===== config.mk =====
export PLATFORM = sky130hd
export DESIGN_NAME = frame_write_arbiter
export DESIGN_NICKNAME = d
export VERILOG_FILES = /design/src/rtl/frame_write_arbiter.sv
export SDC_FILE = /design/constraint.sdc
export NUM_CORES = 1
export LEC_CHECK = 0
export ABC_AREA = 1
export ABC_CLOCK_PERIOD_IN_PS = 4100
export CORE_UTILIZATION = 45
export CTS_BUF_LIST = sky130_fd_sc_hd__clkbuf_2 sky130_fd_sc_hd__clkbuf_4 sky130_fd_sc_hd__clkbuf_8
export CTS_CLUSTER_SIZE = 28
export DETAILED_ROUTE_END_ITERATION = 16
export GPL_TIMING_DRIVEN = 0
export PLACE_DENSITY = 0.72
export SYNTH_ARGS = -nofsm -noshare
export SYNTH_HDL_FRONTEND = slang
export SYNTH_SLANG_ARGS = --single-unit

===== constraint.sdc =====
create_clock -name Clk -period 4.1 [get_ports Clk]
set_input_delay 0.615 -clock Clk [delete_from_list [all_inputs] [get_ports Clk]]
set_output_delay 0.615 -clock Clk [all_outputs]
set_load 0.01 [all_outputs]

===== src/rtl/frame_write_arbiter.sv =====
// Single owner of the frameRAM write port: read-modify-write of 4-bit trail pixels from the
// red and blue bike engines, trail/wall collision reporting, and a full-screen clear sweep.
module frame_write_arbiter #(
   parameter int unsigned H_RES      = 640,
   parameter int unsigned V_RES      = 480,
   parameter logic [3:0]  BG_COLOR   = 4'h0,
   parameter logic [15:0] CLEAR_WORD = 16'h0000
) (
   input  logic        Clk,
   input  logic        Reset,
   input  logic        clear_start,
   output logic        clear_busy,
   input  logic        red_req,
   input  logic [9:0]  red_x,
   input  logic [9:0]  red_y,
   input  logic [3:0]  red_color,
   output logic        red_ack,
   output logic        red_hit,
   input  logic        blue_req,
   input  logic [9:0]  blue_x,
   input  logic [9:0]  blue_y,
   input  logic [3:0]  blue_color,
   output logic        blue_ack,
   output logic        blue_hit,
   output logic [18:0] fb_rd_addr,
   input  logic [15:0] fb_rd_data,
   output logic        fb_we,
   output logic [18:0] fb_wr_addr,
   output logic [15:0] fb_wr_data
);

   localparam int unsigned NUM_WORDS = H_RES * V_RES / 2;
   localparam logic [18:0] LAST_ADDR = 19'(NUM_WORDS - 1);
   localparam logic [10:0] H_LIM     = 11'(H_RES);
   localparam logic [10:0] V_LIM     = 11'(V_RES);

   typedef enum logic [2:0] {IDLE, READ, CHECK, WRITE, CLEAR} state_t;

   state_t      state;
   logic        last_blue;
   logic        gnt_blue;
   logic        oor_q;
   logic        odd_q;
   logic [3:0]  color_q;
   logic [18:0] addr_q;
   logic [15:0] merged_q;
   logic        hit_q;
   logic        clear_pend;

   logic        pick_blue;
   logic [9:0]  sel_x;
   logic [9:0]  sel_y;
   logic [3:0]  sel_color;
   logic        sel_oor;
   logic [18:0] sel_addr;
   logic [3:0]  cur_nib;
   logic [15:0] merged;

   // For the 640-wide screen y*320 is (y<<8)+(y<<6); other widths fall back to a constant multiply.
   function automatic logic [18:0] word_addr(input logic [9:0] px, input logic [9:0] py);
      logic [18:0] y19;
      y19 = {9'd0, py};
      if (H_RES == 640)
         return (y19 << 8) + (y19 << 6) + {10'd0, px[9:1]};
      else
         return 19'(py * (H_RES / 2)) + {10'd0, px[9:1]};
   endfunction

   // Round-robin: on a tie the requester that was not granted last wins.
   always_comb begin
      pick_blue = blue_req && (!red_req || !last_blue);
      sel_x     = pick_blue ? blue_x     : red_x;
      sel_y     = pick_blue ? blue_y     : red_y;
      sel_color = pick_blue ? blue_color : red_color;
      sel_oor   = ({1'b0, sel_x} >= H_LIM) || ({1'b0, sel_y} >= V_LIM);
      sel_addr  = word_addr(sel_x, sel_y);
   end

   always_comb begin
      cur_nib = odd_q ? fb_rd_data[11:8] : fb_rd_data[3:0];
      merged  = fb_rd_data;
      if (odd_q)
         merged[11:8] = color_q;
      else
         merged[3:0]  = color_q;
   end

   always_ff @(posedge Clk) begin
      if (Reset) begin
         state      <= IDLE;
         last_blue  <= 1'b1;
         gnt_blue   <= 1'b0;
         oor_q      <= 1'b0;
         odd_q      <= 1'b0;
         color_q    <= '0;
         addr_q     <= '0;
         merged_q   <= '0;
         hit_q      <= 1'b0;
         clear_pend <= 1'b0;
         clear_busy <= 1'b0;
         red_ack    <= 1'b0;
         red_hit    <= 1'b0;
         blue_ack   <= 1'b0;
         blue_hit   <= 1'b0;
         fb_rd_addr <= '0;
         fb_we      <= 1'b0;
         fb_wr_addr <= '0;
         fb_wr_data <= '0;
      end else begin
         red_ack  <= 1'b0;
         red_hit  <= 1'b0;
         blue_ack <= 1'b0;
         blue_hit <= 1'b0;
         fb_we    <= 1'b0;

         if (clear_start && (state == READ || state == CHECK || state == WRITE))
            clear_pend <= 1'b1;

         case (state)
            IDLE: begin
               if (clear_start || clear_pend) begin
                  state      <= CLEAR;
                  clear_pend <= 1'b0;
                  clear_busy <= 1'b1;
                  fb_we      <= 1'b1;
                  fb_wr_addr <= '0;
                  fb_wr_data <= CLEAR_WORD;
               end else if (red_req || blue_req) begin
                  state     <= READ;
                  gnt_blue  <= pick_blue;
                  last_blue <= pick_blue;
                  oor_q     <= sel_oor;
                  odd_q     <= sel_x[0];
                  color_q   <= sel_color;
                  addr_q    <= sel_addr;
                  if (!sel_oor)
                     fb_rd_addr <= sel_addr;
               end
            end

            // Off-screen targets retire here as a wall hit without touching memory.
            READ: begin
               if (oor_q) begin
                  red_ack  <= ~gnt_blue;
                  red_hit  <= ~gnt_blue;
                  blue_ack <= gnt_blue;
                  blue_hit <= gnt_blue;
                  state    <= IDLE;
               end else begin
                  state <= CHECK;
               end
            end

            CHECK: begin
               hit_q    <= (cur_nib != BG_COLOR);
               merged_q <= merged;
               state    <= WRITE;
            end

            WRITE: begin
               fb_we      <= 1'b1;
               fb_wr_addr <= addr_q;
               fb_wr_data <= merged_q;
               red_ack    <= ~gnt_blue;
               red_hit    <= ~gnt_blue & hit_q;
               blue_ack   <= gnt_blue;
               blue_hit   <= gnt_blue & hit_q;
               state      <= IDLE;
            end

            CLEAR: begin
               if (fb_wr_addr == LAST_ADDR) begin
                  clear_busy <= 1'b0;
                  state      <= IDLE;
               end else begin
                  fb_we      <= 1'b1;
                  fb_wr_addr <= fb_wr_addr + 19'd1;
               end
            end

            default: state <= IDLE;
         endcase
      end
   end

endmodule

==> results.cfg, run 1 <==
[critical_path]
worstPathArrival_ns = 3.71
cp-end-kind = flip-flop
startpoint = blue_req
reg2reg_setup_slack_ns = 1.01
criticalPathCategory = in -> reg
worstSetupEndpoint = addr_q[15]
ff2ff_path_depth = 17
r2r_start = last_blue
r2r_end = addr_q[15]
cp_max_fo = 10
cp.required_ns = 4.37
start_kind = primary input

[clocking]
ctsResizeCount = 0
cts_tree = done
cts_sinks = 108
clkTransAtPathRegs_ns = 0.10
ctsHoldBuffers = 0
cts_buffer_depth = 2
clkLatencyLatePin_ns = 0.38
h-tree-depth = 3
post_cts_buffers = 0
cts-buffers-inserted = 9
cts-root-buf = clkbuf_8

[timing]
fin_crit_ns = 3.44
finalHoldViolCount = 0
finClkSkew_ns = 0.00990
max_freq_ghz = 0.291
drv_slew = 0
tns_ns = 0
maxSlewHeadroom_pct = 51.9
setup_viol = 0
finalCritPeriodShare_pct = 83.8
worstMarginPinSlew_ns = 0.722
rsz0062_at_grt = no

[synth]
syn_area_sq_um = 6030
synth_cell_type_count = 45
synthCells = 895
synth-edff-count = 0
synth.yosys.seq_area_share_pct = 35.9
synth_top_flop_cell = dfxtp_1
ys_ff_latch = 108
yosys-top-cells-area = dfxtp_1 (36%), nand2_1 (15%), nor2_1 (6.6%)
async_flop_share_pct = 0
syn_avg_cell_area_sq_um = 6.73
synth_area_leader_cell = dfxtp_1
ys_warn_count = 0
syn_nets = 986
synth_top_area_share_pct = 35.9

[die]
rows = 41
core_area_sq_um = 12800
fp.dieW_microns = 118
ioPinCount = 129
dieArea_sq_um = 13900
initial_core_util_pct = 47.0
fp.dieH_microns = 118

[pwr]
p_per_area_nw_per_um2 = 374
ir_drop_mv = 0.189
p_leak_nw = 3.33

[placed_design]
gp_congestion = 0.920
placed_area_sq_um = 7510
port_buffers = 127
place_hpwl_microns = 12900

[global_routing]
antenna_found_initial = 0
met3_usage_pct = 4.26
grt-busiest-layer = met2
grt_max_degree = 19
grt_overflow = 0
grt_usage_pct = 23.8
grt_pass1_wl_microns = 27000
met2_usage_pct = 40.4
use_met1_pct = 31.6
grt_pass1_vias = 5548

[status]
status = completed

[detailed_routing]
ant_nets = 0
avgViaCountPerCell = 5.02
routed_wl_microns = 16400
wl_per_cell_microns = 13.6
drt_iter0_markers = 402
drtPass1Iterations = 6
drc = 0
vias = 6067

[hold_path]
hp-class = reg -> reg

[layout]
nets = 1124
area_growth_pct = 27.5
drive_gt1_share_pct = 8.10
num-fill-cells = 1277
final_common_cell = nand2_1
final_cell_mix = nand2_1 (237), clkdlybuf4s50_1 (127), dfxtp_1 (108), nor2_1 (106), inv_1 (92)
fin_area_sq_um = 7680
num_antenna_cells = 0

[job]
drv_cap = 0
[layout make-up]
type	count	area (sq um)	area share [%]
plain buffers	40	216	2.82
clock buffers	9	124	1.61
clock inverters	6	46.3	0.603
inverters	96	362	4.71
multi-input cells	651	3290	42.8
flip-flops and latches	108	2160	28.1
well taps	172	215	2.80
repair buffers	127	1270	16.5
[cell usage after synthesis (all sizes together) (2+ instances only)]
| cell type | instances |
|---|---|
| nor3 | 6 |
| and2 | 2 |
| a21oi | 73 |
| a31oi | 5 |
| nand2 | 245 |
| o22ai | 3 |
| nand3 | 87 |
| clkbuf | 18 |
| xor2 | 2 |
| o21ai | 62 |
| xnor2 | 3 |
| ha | 21 |
| nand4 | 12 |
| clkinv | 2 |
| inv | 94 |
| o211ai | 2 |
| buf | 22 |
| dfxtp | 108 |
| or2 | 3 |
| nor2 | 112 |
| nand3b | 5 |
[per-stage QoR]
stage	hold slack (ns)	util (%)	std cells	worst slack [ns]	power [mW]
after CTS	0.461	59.9	1209	0.661	2.88
after global routing	0.486	59.9	1209	0.387	3.06
after global placement	0.443	58.6	1194	0.299	2.28
after floorplan	0.425	-	895	1.11	1.93
final	0.456	59.9	1209	0.664	2.87
after detailed placement	0.446	58.6	1194	0.262	2.29
[how the worst min path moves through the flow]
stage | startpoint | to | slack [ns] | cells past startpoint
floorplan | addr_q[1] | addr_q[1] | 0.42 | 2
global placement | fb_rd_addr[18] | fb_rd_addr[18] | 0.44 | 2
detailed placement | fb_rd_addr[18] | fb_rd_addr[18] | 0.45 | 2
CTS | fb_rd_addr[18] | fb_rd_addr[18] | 0.46 | 2
global route | merged_q[7] | fb_wr_data[7] | 0.49 | 2
finish | fb_rd_addr[18] | fb_rd_addr[18] | 0.46 | 2
[sequential cells by signal, indices dropped and copies added (netlist names), 3 cells and up]
name        count
fb_wr_addr     19
merged_q       16
fb_wr_data     16
addr_q         19
fb_rd_addr     19
state           3
color_q         4
[cell families (layout without fill, tap and decap cells)]
kind of cell | Yosys count | count (layout) | share of synthesized area (%)
buffers and inverters | 136 | 278 | 9.59
DFF | 108 | 108 | 35.9
AOI/OAI and AO/OA | 151 | 151 | 13.9
adders and majority gates | 22 | 22 | 4.69
xor gates and xnor gates | 5 | 5 | 0.727
and+or+nand+nor | 473 | 473 | 35.2
[metal layers]
layer / vias to the layer above / share of wire (%) / wire (microns)
li1: 3180 / - / -
met1: 2713 / 48 / 7840
met2: 163 / 46 / 7570
met3: 11 / 5.4 / 892
met4: 0 / 0.72 / 119
met5: - / 0 / 0
[worst max-delay path: stages]
cell	delay (ns)
clkdlybuf4s50_1	0.52
nand2_1	0.09
inv_2	0.14
clkbuf_1	0.43
nand2_1	0.11
nand2_1	0.13
ha_1	0.24
ha_1	0.26
fa_1	0.44
nand3_1	0.11
nand3_1	0.11
nand2_1	0.10
nand2_1	0.05
nand2_1	0.05
nand2_1	0.09
o21ai_0	0.15
inv_1	0.05
[power by group]
part           internal, mW  switching, mW
Clock                 0.225          0.376
Combinational         0.414          0.602
Sequential             1.16         0.0971
Total                  1.80           1.07
Power figures use the tool's default switching activity.
==> run 2, diff against run 1 <==
--- a/config.mk
+++ b/config.mk
@@ -6,13 +6,13 @@
 export NUM_CORES = 1
 export LEC_CHECK = 0
 export ABC_AREA = 1
-export ABC_CLOCK_PERIOD_IN_PS = 4100
+export ABC_CLOCK_PERIOD_IN_PS = 2800
 export CORE_UTILIZATION = 45
 export CTS_BUF_LIST = sky130_fd_sc_hd__clkbuf_2 sky130_fd_sc_hd__clkbuf_4 sky130_fd_sc_hd__clkbuf_8
 export CTS_CLUSTER_SIZE = 28
 export DETAILED_ROUTE_END_ITERATION = 16
 export GPL_TIMING_DRIVEN = 0
-export PLACE_DENSITY = 0.72
+export PLACE_DENSITY = 0.75
 export SYNTH_ARGS = -nofsm -noshare
 export SYNTH_HDL_FRONTEND = slang
 export SYNTH_SLANG_ARGS = --single-unit
==> constraint.sdc (replaced) <==
create_clock -name Clk -period 2.8 [get_ports Clk]
set_input_delay 0.42 -clock Clk [delete_from_list [all_inputs] [get_ports Clk]]
set_output_delay 0.42 -clock Clk [all_outputs]
set_load 0.01 [all_outputs]
==> run 2 against run 1 <==
Total power rose by 57%. Hold slack improved by 0.012 ns. Setup slack got worse by 0.50 ns. Flip-flop and latch count did not move. Highest routed layer unchanged. Clock-buffer cell count rose by 1. Routed wire length rose by 4.2%. Register-to-register slack got worse by 0.85 ns. Clock power rose by 70%. Critical path depth rose by 2.
==> results.cfg, run 2 (same netlist as run 1, synthesis figures left out) <==
[status]
status = completed

[pwr]
comb_power_share_pct = 36.7
internal_power_mw = 2.87
ir_drop_mv = 0.328
swShare_pct = 36.6
p_leak_nw = 3.44
power_mw = 4.52
power_frac_seq_pct = 40.7
p_switching_mw = 1.65
p_clk_share_pct = 22.5
p_per_area_nw_per_um2 = 563

[layout]
num-fill-cells = 1193
stdcell_count = 1222
register_area_sq_um = 2160
fin_area_sq_um = 8030
final_cell_mix = nand2_1 (229), clkdlybuf4s50_1 (125), dfxtp_1 (108), nor2_1 (105), inv_1 (92)
top_regs = addr_q: 19 flops, fb_rd_addr: 19 flops, fb_wr_addr: 19 flops
fin_util_pct = 62.6
num_antenna_cells = 0
nets = 1136
drive_gt1_share_pct = 11.8
area_growth_pct = 33.2
multi_input_area_sq_um = 3470
final_common_cell = nand2_1

[clocking]
clkTransAtPathRegs_ns = 0.11
cts-root-buf = clkbuf_8
cts_buffer_depth = 2
ctsHoldBuffers = 0
cts_sinks = 108
cts-buffers-inserted = 9
clkLatencyLatePin_ns = 0.38
h-tree-depth = 3
cts_tree = done

[global_routing]
grt_max_degree = 20
met2_usage_pct = 40.6
grt_usage_pct = 24.3
met3_usage_pct = 4.84
antenna_found_initial = 0
grt-busiest-layer = met2
grt_pass1_vias = 5632
use_met1_pct = 32.0
grt_overflow = 0
grt_pass1_wl_microns = 27500

[die]
fp.dieH_microns = 118
fp.dieW_microns = 118
dieArea_sq_um = 13900
initial_core_util_pct = 47.0
ioPinCount = 129
rows = 41
core_area_sq_um = 12800

[critical_path]
criticalPathCategory = reg -> reg
start_kind = flip-flop
cp-end-kind = flip-flop
cp_max_fo = 6
worstPathArrival_ns = 2.91
cp.required_ns = 3.08

[detailed_routing]
drt_iter0_markers = 605
ant_nets = 0
routed_wl_microns = 17100
vias = 6223
drc = 0
avgViaCountPerCell = 5.09
drtPass1Iterations = 6
wl_per_cell_microns = 14.0

[timing]
max_freq_ghz = 0.379
finalHoldViolCount = 0
setup_viol = 0
worst_slack_ns = 0.162
fin_crit_ns = 2.64
drv_slew = 0
finalCritPeriodShare_pct = 94.2
finClkSkew_ns = 0.0114
maxSlewHeadroom_pct = 55.4
tns_ns = 0
holdWs_ns = 0.468
worstMarginPinSlew_ns = 0.668

[placed_design]
placed_cells = 1194
port_buffers = 127
dpl_worst_slack_ns = -0.861
place_hpwl_microns = 12900
placed_area_sq_um = 7510
gp_congestion = 0.902

[hold_path]
hp-class = reg -> reg

[job]
drv_cap = 0
## run 2: changes by cell type in the layout (fill, tap and decap cells not counted), sizes merged
cell and delta:
dlygate4sd2 +1, bufinv +1, clkinvlp +1, buf +13, dlymetal6s2s +1, clkinv -2
clkdlybuf4s50 -2
## run 2: worst max-delay path: stages (launching register included)
cell and delay (ns):
dfxtp_1 0.35, nand2_2 0.09, nand2_2 0.07, buf_6 0.13
buf_4 0.13, nand2_1 0.08, nand2_2 0.09, xnor2_1 0.15
inv_1 0.08, ha_4 0.15, a21o_1 0.18, ha_4 0.28
nand2_1 0.10, nand3_1 0.12, nand2_1 0.12, nand2_1 0.07
nand2_1 0.06, nand2_1 0.07, o21ai_0 0.15, inv_1 0.05
## run 2: path summary, 6_finish.rpt
path                    to  slack [ns]  depth (start not counted)   startpoint
max             addr_q[14]        0.16                         19    last_blue
min          fb_wr_data[8]        0.47                          2  merged_q[8]
max reg2reg     addr_q[14]        0.16                         19    last_blue
min reg2reg  fb_wr_data[8]        0.47                          2  merged_q[8]
## run 2: layout make-up
cell class	instances	area share [%]
Multi-Input combinational cell	651	43.3
Sequential cell	108	26.9
Timing Repair Buffer	139	17.0
Inverter	96	4.50
Buffer	40	2.98
Tap cell	172	2.68
Clock buffer	10	1.71
Clock inverter	6	0.951
## run 2: power groups by stage
stage | Combinational, mW | Sequential (mW) | Clock [mW]
after floorplan | 0.956 | 1.87 | 0
after global routing | 1.85 | 1.87 | 1.10
after detailed placement | 1.47 | 1.87 | 0
final | 1.66 | 1.84 | 1.02
after CTS | 1.52 | 1.84 | 1.03
after global placement | 1.46 | 1.87 | 0
## run 2: per-layer routing
metal / wire length [microns] / vias to the layer above
met1: 7750 / 2812
met2: 8090 / 204
met4: 167 / 0
met5: 0 / -
li1: - / 3193
met3: 1100 / 14
## run 2: repair_timing
action                     4_1_cts  5_1_grt
hold endpoints to repair         0        0
setup endpoints to repair       19       17
setup buffers                    3        9
resized for setup               17       26
pin swaps                        2       13
